===== config.mk =====
export PLATFORM = sky130hd
export DESIGN_NAME = mux_n_skid
export DESIGN_NICKNAME = d
export VERILOG_FILES = /design/src/rtl/mux_pkg.sv /design/src/rtl/skid_buf2.sv /design/src/rtl/mux_n_skid.sv
export SDC_FILE = /design/constraint.sdc
export NUM_CORES = 1
export LEC_CHECK = 0
export CELL_PAD_IN_SITES_DETAIL_PLACEMENT = 0
export CELL_PAD_IN_SITES_GLOBAL_PLACEMENT = 2
export CORE_ASPECT_RATIO = 1.1
export CORE_UTILIZATION = 27
export DETAILED_ROUTE_END_ITERATION = 8
export PLACE_DENSITY = 0.86
export SETUP_SLACK_MARGIN = 0.4
export SYNTH_ARGS = -nofsm -noshare
export SYNTH_HDL_FRONTEND = slang
export SYNTH_HIERARCHICAL = 1
export SYNTH_SLANG_ARGS = --single-unit

===== constraint.sdc =====
create_clock -name clk -period 2.9 [get_ports clk]
set_input_delay 0.435 -clock clk [delete_from_list [all_inputs] [get_ports clk]]
set_output_delay 0.435 -clock clk [all_outputs]
set_load 0.02 [all_outputs]

===== src/rtl/mux_pkg.sv =====
// Shared types and helpers for the N-way selector with skid buffering.
// Holds the buffer occupancy encoding and the select-width helper.
package mux_pkg;

  typedef enum logic [1:0] {
    EMPTY = 2'd0,
    ONE   = 2'd1,
    TWO   = 2'd2
  } state_e;

  // A two-way mux still needs a one-bit select, so never return zero.
  function automatic int clog2_min1(input int n);
    return (n <= 2) ? 1 : $clog2(n);
  endfunction

endpackage


===== src/rtl/skid_buf2.sv =====
// Two-entry valid/ready buffer. Both out_valid and in_ready are registered,
// so neither depends combinationally on the opposite side of the handshake.
module skid_buf2
  import mux_pkg::*;
#(
  parameter int WIDTH = 16
) (
  input  logic             clk,
  input  logic             rst,
  input  logic [WIDTH-1:0] push_data,
  input  logic             push_valid,
  output logic             push_ready,
  output logic [WIDTH-1:0] pop_data,
  output logic             pop_valid,
  input  logic             pop_ready
);

  state_e           state_q;
  logic [WIDTH-1:0] head_q;
  logic [WIDTH-1:0] skid_q;
  logic             valid_q;
  logic             ready_q;
  logic             push;
  logic             pop;

  assign push = push_valid & ready_q;
  assign pop  = valid_q & pop_ready;

  // ready_q stays low for the reset cycle itself and rises on the first
  // edge after rst drops; the state encoding alone would say "ready".
  always_ff @(posedge clk) begin
    if (rst) begin
      state_q <= EMPTY;
      head_q  <= '0;
      skid_q  <= '0;
      valid_q <= 1'b0;
      ready_q <= 1'b0;
    end else begin
      case (state_q)
        EMPTY: begin
          ready_q <= 1'b1;
          if (push) begin
            head_q  <= push_data;
            valid_q <= 1'b1;
            state_q <= ONE;
          end
        end
        ONE: begin
          if (push && pop) begin
            head_q <= push_data;
          end else if (pop) begin
            valid_q <= 1'b0;
            state_q <= EMPTY;
          end else if (push) begin
            skid_q  <= push_data;
            ready_q <= 1'b0;
            state_q <= TWO;
          end
        end
        TWO: begin
          if (pop) begin
            head_q  <= skid_q;
            ready_q <= 1'b1;
            state_q <= ONE;
          end
        end
        default: begin
          valid_q <= 1'b0;
          ready_q <= 1'b1;
          state_q <= EMPTY;
        end
      endcase
    end
  end

  assign push_ready = ready_q;
  assign pop_data   = head_q;
  assign pop_valid  = valid_q;

endmodule


===== src/rtl/mux_n_skid.sv =====
// N-way registered selector feeding a two-entry skid buffer. Out-of-range
// selects are consumed, dropped and reported through pulse/sticky/counter.
module mux_n_skid
  import mux_pkg::*;
#(
  parameter int WIDTH  = 16,
  parameter int NUM_IN = 3,
  parameter int SEL_W  = clog2_min1(NUM_IN),
  parameter int CNT_W  = 8
) (
  input  logic                    clk,
  input  logic                    rst,
  input  logic [NUM_IN*WIDTH-1:0] in_data,
  input  logic [SEL_W-1:0]        sel,
  input  logic                    in_valid,
  output logic                    in_ready,
  output logic [WIDTH-1:0]        out_data,
  output logic                    out_valid,
  input  logic                    out_ready,
  output logic                    err,
  output logic                    err_sticky,
  output logic [CNT_W-1:0]        err_count,
  input  logic                    err_clear
);

  logic             sel_legal;
  logic [WIDTH-1:0] sel_data;
  logic             buf_ready;
  logic             bad_fire;
  logic             err_q;
  logic             sticky_q;
  logic             sticky_d;
  logic [CNT_W-1:0] cnt_q;
  logic [CNT_W-1:0] cnt_d;
  logic [CNT_W-1:0] cnt_base;

  // With a power-of-two input count every select code is valid.
  if (NUM_IN == (1 << SEL_W)) begin : g_full_range
    assign sel_legal = 1'b1;
  end else begin : g_partial_range
    localparam logic [SEL_W:0] NUM_IN_EXT = (SEL_W + 1)'(NUM_IN);
    assign sel_legal = ({1'b0, sel} < NUM_IN_EXT);
  end

  // AND-OR mux: an out-of-range select matches no input and yields zero.
  always_comb begin
    sel_data = '0;
    for (int k = 0; k < NUM_IN; k++) begin
      if (sel == SEL_W'(k)) begin
        sel_data = sel_data | in_data[k*WIDTH +: WIDTH];
      end
    end
  end

  skid_buf2 #(
    .WIDTH(WIDTH)
  ) u_buf (
    .clk       (clk),
    .rst       (rst),
    .push_data (sel_data),
    .push_valid(in_valid & sel_legal),
    .push_ready(buf_ready),
    .pop_data  (out_data),
    .pop_valid (out_valid),
    .pop_ready (out_ready)
  );

  assign in_ready = buf_ready;
  assign bad_fire = in_valid & buf_ready & ~sel_legal;

  // Clear is applied before the new error is counted in the same cycle.
  always_comb begin
    cnt_base = err_clear ? '0 : cnt_q;
    cnt_d    = cnt_base;
    if (bad_fire && (cnt_base != {CNT_W{1'b1}})) begin
      cnt_d = cnt_base + CNT_W'(1);
    end
    sticky_d = bad_fire | (sticky_q & ~err_clear);
  end

  always_ff @(posedge clk) begin
    if (rst) begin
      err_q    <= 1'b0;
      sticky_q <= 1'b0;
      cnt_q    <= '0;
    end else begin
      err_q    <= bad_fire;
      sticky_q <= sticky_d;
      cnt_q    <= cnt_d;
    end
  end

  assign err        = err_q;
  assign err_sticky = sticky_q;
  assign err_count  = cnt_q;

endmodule


# After elaboration in Yosys (flattened, before gate mapping)
# Index checks and enable logic that the tools add are counted.
[classes]
addsub = 1
n_lt_le_gt_ge = 1
eq_ne = 13
n_mux = 24
bitwise_logic = 14
reduce_logical = 10
[op_table]
columns = ["operator", "count"]
rows = [
  ["$mux W16", 6],
  ["$pmux W16 S3", 1],
  ["$or A16 B16 Y16", 2],
  ["$reduce_and A4 Y1", 5],
  ["$mux W8", 2],
  ["$mux W2", 5],
  ["$ne A2 B1 Y1 const B", 5],
  ["$add A8 B1 Y8 const B", 1],
  ["$ne A8 B8 Y1 const B", 1],
  ["$mux W1", 7],
  ["$and A1 B1 Y1", 6],
  ["$pmux W2 S3", 1],
  ["$not A1 Y1", 5],
  ["$eq A2 B1 Y1 const B", 2],
  ["$eq A2 B2 Y1 const B", 2],
  ["$logic_not A2 Y1", 2],
  ["$ne A2 B2 Y1 const B", 2],
  ["$ne A3 B1 Y1 const B", 1],
  ["$pmux W1 S3", 1],
  ["$reduce_bool A3 Y1", 1],
  ["$logic_and A1 B1 Y1", 2],
  ["$lt A2 B2 Y1 const B", 1],
  ["$pmux W1 S2", 1],
  ["$or A1 B1 Y1", 1],
]
[word_totals]
ff_bits = 46
inputBits = 55
out_inout_bits = 28

# Depth between registers and ports, before layout
[depth]
word_depth = 8
depth_mapped = 8
mapped_depth_nobuf = 5

# Modules after synthesis
# Netlist, hierarchy kept.
[modules_own_cells]
columns = ["module", "n_inst", "cells_per_inst", "area_per_inst_um2", "seq_area_each_um2"]
rows = [
  ["skid_buf2", 1, 193, 1776.7, 720.7],
  ["mux_n_skid", 1, 105, 819.5, 200.2],
]

# Worst setup path before layout
# Ideal clock, no wire load.
[synth_timing]
kind = "input port to flip-flop"
startpoint = "input sel[0]"
endpoint = "register u_buf.head_q[10], in the netlist u_buf/pop_data[10]"
t_arrival_ns = 2.159
required_ns = 2.809
path_slack_ns = 0.650
stages = 8
n_path_buf = 4
cell_sequence = "buf_6 buf_2 a21boi_0 and4_1 buf_2 clkbuf_1 a2111oi_0 a311oi_1"
[synth_between]
elab_chain_len = 8
word_cells_on_any_way = 18
classes_between = "order compare (1); eq/ne (4); mux (6); bitwise (4); reduce/logical (3)"
[synth_lines]
columns = ["element", "line_no", "rtl"]
rows = [
  ["from (decl)", "mux_n_skid.sv:14", "input logic [SEL_W-1:0] sel,"],
  ["$logic_not A2 Y1", "mux_n_skid.sv:49", "if (sel == SEL_W'(k)) begin"],
  ["$mux W16", "mux_n_skid.sv:49", ""],
  ["$or A16 B16 Y16", "mux_n_skid.sv:50", "sel_data = sel_data | in_data[k*WIDTH +: WIDTH];"],
  ["$mux W16", "mux_n_skid.sv:49", ""],
  ["$or A16 B16 Y16", "mux_n_skid.sv:50", ""],
  ["$mux W16", "mux_n_skid.sv:49", ""],
  ["$mux W16, on equally long branches", "skid_buf2.sv:49, skid_buf2.sv:42", ""],
  ["$pmux W16 S3", "skid_buf2.sv:39", "case (state_q)"],
  ["to (signal assigned)", "skid_buf2.sv:43", "head_q <= push_data;"],
  ["to (signal assigned)", "skid_buf2.sv:50", "head_q <= push_data;"],
  ["to (signal assigned)", "skid_buf2.sv:62", "head_q <= skid_q;"],
  ["to (decl)", "skid_buf2.sv:19", "logic [WIDTH-1:0] head_q;"],
]
# Parallel ways exist; a longest one is shown, timed or not. The select of a mux whose other input is x is not followed.
# A chain may end at the register's enable or synchronous reset.

# Worst setup path in the final report
[layout_timing]
startpoint = "input in_valid"
endpoint = "register u_buf.head_q[7], in the netlist u_buf/pop_data[7]"
[layout_between]
elab_chain_len = 5
word_cells_on_any_way = 6
classes_between = "eq/ne (2); bitwise (2); reduce/logical (2)"
[layout_lines]
columns = ["element", "line_no", "rtl"]
rows = [
  ["from (decl)", "mux_n_skid.sv:15", "input logic in_valid,"],
  ["$and A1 B1 Y1 (*)", "mux_n_skid.sv:61", ".push_valid(in_valid & sel_legal),"],
  ["$and A1 B1 Y1 (*)", "skid_buf2.sv:26", "assign push = push_valid & ready_q;"],
  ["$logic_and A1 B1 Y1", "skid_buf2.sv:49", "if (push && pop) begin"],
  ["$ne A2 B1 Y1 (no line)", "--", ""],
  ["$reduce_and A4 Y1 (no line) (*)", "--", ""],
]
# Every way passes the cells marked *; elsewhere a longest branch is shown, timed or not.

==> impl_metrics.yaml <==
pwr:
  internal_power_w: 0.001005
  power.share.sequential_pct: 48.6
  clkPwrFrac_pct: 28.3
  leakage_nw: 1.207
  ir_worst_vdd_uv: 154.6
  combPwrFrac_pct: 23.1
  p_per_area_nw_per_um2: 396.0
  power_w: 0.001412
  power.switching_w: 0.0004069
  switching_share_pct: 28.81
placement:
  port_buffers: 82
  place.gp.congestion: 0.8820
  dp_cells: 478
  hpwl_um: 5423
  placed_cell_area_um2: 3476
detailed_routing:
  drc: 0
  finalWirelength_um: 7386
  firstDrtPassIters: 4
  post_drt_via_cell_ratio: 5.109
  wl_per_cell_um: 15.20
  drtAntennaViolNets: 0
  drtIter0Drc: 136
  dr_total_vias: 2483
logic_synthesis:
  synth_top_cell_by_area: "dfxtp_1"
  ys_ff_latch: 46
  yosysTopAreaCellShare_pct: 35.47
  synth-edff-count: 0
  avgSynthCellArea_um2: 8.712
  yosys-top-cells-count: "nand2_1, dfxtp_1, nand2b_1"
  ys_seq_area_share_pct: 35.47
  ys_types: 45
  synth-main-ff-cell: "dfxtp_1"
  async_flop_share_pct: 0
  yosysMostFrequentCell: "nand2_1"
  ys_top_cells_by_area: "dfxtp_1, mux2i_1, nand2b_1"
  syn_nets: 353
  syn-cell-area_um2: 2596
  syn_inst: 298
  yosysWarnings: 6
clock_network:
  cts_buffer_depth: 2
  h-tree-depth: 2
  cts_num_sinks: 46
  cts_buffers: 5
  root_buffer: "clkbuf_8"
  post_cts_buffers: 0
  clkSlewWorstSetupHoldPaths_ns: 0.10
  ctsResizeCount: 0
  worstSkewPairLatency_ns: 0.30
  hold_buffers: 0
  cts_tree: "done"
global_route:
  grt_usage_pct: 14.96
  overflow: 0
  grt_pass1_wl_um: 11850
  grt_start_max_net_pins: 44
  grt_antenna_before_repair: 0
  grt_pass1_vias: 2392
setup_path:
  crit_path_end_kind: "register"
  cp_max_fo: 17
  path_class: "in -> reg"
  r2r_slack_ns: 1.11
  worstPathRequired_ns: 3.11
  arrival_ns: 2.44
  startpoint_type: "input pin"
cells_and_area:
  nets: 423
  syn_to_final_growth_pct: 37.35
  final_area_um2: 3566
  final_cells: 486
  antennaDiodeCount: 0
  drive_above_1_share_pct: 6.504
sta:
  relSlewSlack_pct: 59.02
  min_period_over_period_pct: 76.60
  hold_ws_ns: 0.4777
  finalSetupTns_ns: 0
  finClkSkew_ns: 0.01130
  finalHoldViolations: 0
  period_needed_ns: 2.221
  worstMarginPinSlew_ns: 0.6146
  max_freq_mhz: 450.2
  slew_viol_final: 0
  setup_viol: 0
  rsz0062_at_grt: "no"
outcome:
  status: "complete, no violations"
job:
  maxCapViolCount: 0
die:
  pin_count: 83
  rows: 37
  die_h_um: 104.8
  die_x_um: 95.50
  start_util_pct: 27.76
  die-area_um2: 10010
  core_area_um2: 9351
min_path:
  hold_path.class: "reg -> reg"
final timing paths:
check | end | cells after the start | startpoint
max | u_buf/pop_data[7] | 6 | in_valid
max reg2reg | u_buf/pop_data[7] | 3 | u_buf/push_ready
min | u_buf/pop_data[9] | 2 | u_buf/skid_q[9]
min reg2reg | u_buf/pop_data[9] | 2 | u_buf/skid_q[9]
state kept, by name, summed over array words and instances, names as in the netlist:
| name | flops |
|---|---|
| u_buf/push_ready | 1 |
| u_buf/pop_data | 16 |
| err_count | 8 |
| err_sticky | 1 |
| u_buf/pop_valid | 1 |
| u_buf/skid_q | 16 |
| u_buf/state_q | 2 |
| err | 1 |
cell families after synthesis:
group	count (synthesis)	share of synthesized area (%)
and+or+nand+nor	117	24.82
AOI/OAI and AO/OA	73	20.96
DFF	46	35.47
muxes	33	12.92
buffers and inverters	29	5.831
power groups by stage:
| stage | clock (W) | sequential [W] | combinational (W) |
|---|---|---|---|
| 2_1_floorplan | 0 | 0.000723 | 0.000142 |
| 3_3_place_gp | 0 | 0.000702 | 0.000324 |
| 3_5_place_dp | 0 | 0.000701 | 0.000328 |
| 4_1_cts | 0.000413 | 0.000687 | 0.000329 |
| 5_1_grt | 0.000440 | 0.000691 | 0.000354 |
| 6_report | 0.000399 | 0.000687 | 0.000326 |
metal layers:
metal,track usage (%),vias up,share of wire [%]
met5,0,-,0
met4,4.904,0,1.3
met3,2.693,8,3.8
met2,23.72,64,48
met1,20.21,1184,47
li1,-,1227,-
layout by cell type, fill, tap and decap left out, types with 2 or more instances in the layout:
cell	Yosys	layout
a2111oi_0	16	16
a211oi_1	4	4
a21boi_0	2	2
a21oi_1	8	8
a311oi_1	19	19
a31oi_1	2	2
and2b_1	2	2
and3_1	2	2
and4_1	3	3
buf_4	1	7
clkbuf_8	0	5
clkdlybuf4s50_1	0	82
dfxtp_1	46	46
inv_1	3	3
mux2i_1	32	32
nand2_1	52	52
nand2b_1	34	34
nor2_1	5	5
nor2b_1	2	2
nor3_1	2	2
o21ai_0	14	14
o21ai_1	2	2
worst max-delay path, cell delays in order:
cell	delay, ns
clkdlybuf4s50_1	0.55
a21boi_0	0.20
buf_4	0.17
and4_1	0.55
a2111oi_0	0.22
a311oi_1	0.30
per-stage QoR:
stage	util (%)	worst slack, ns
2_1_floorplan	-	0.6499
3_3_place_gp	37.17	0.4400
3_5_place_dp	37.17	0.3359
4_1_cts	38.13	0.6941
5_1_grt	38.13	0.5144
6_report	38.13	0.6786
layout make-up:
class	count	area, µm²
Fill cell	966	5786
Timing Repair Buffer	89	873.3
Tap cell	117	146.4
Clock inverter	3	21.27
Multi-Input combinational cell	223	1524
Clock buffer	5	68.82
Inverter	3	11.26
Sequential cell	46	920.9
Note: power is estimated with default switching activity, not from simulation.
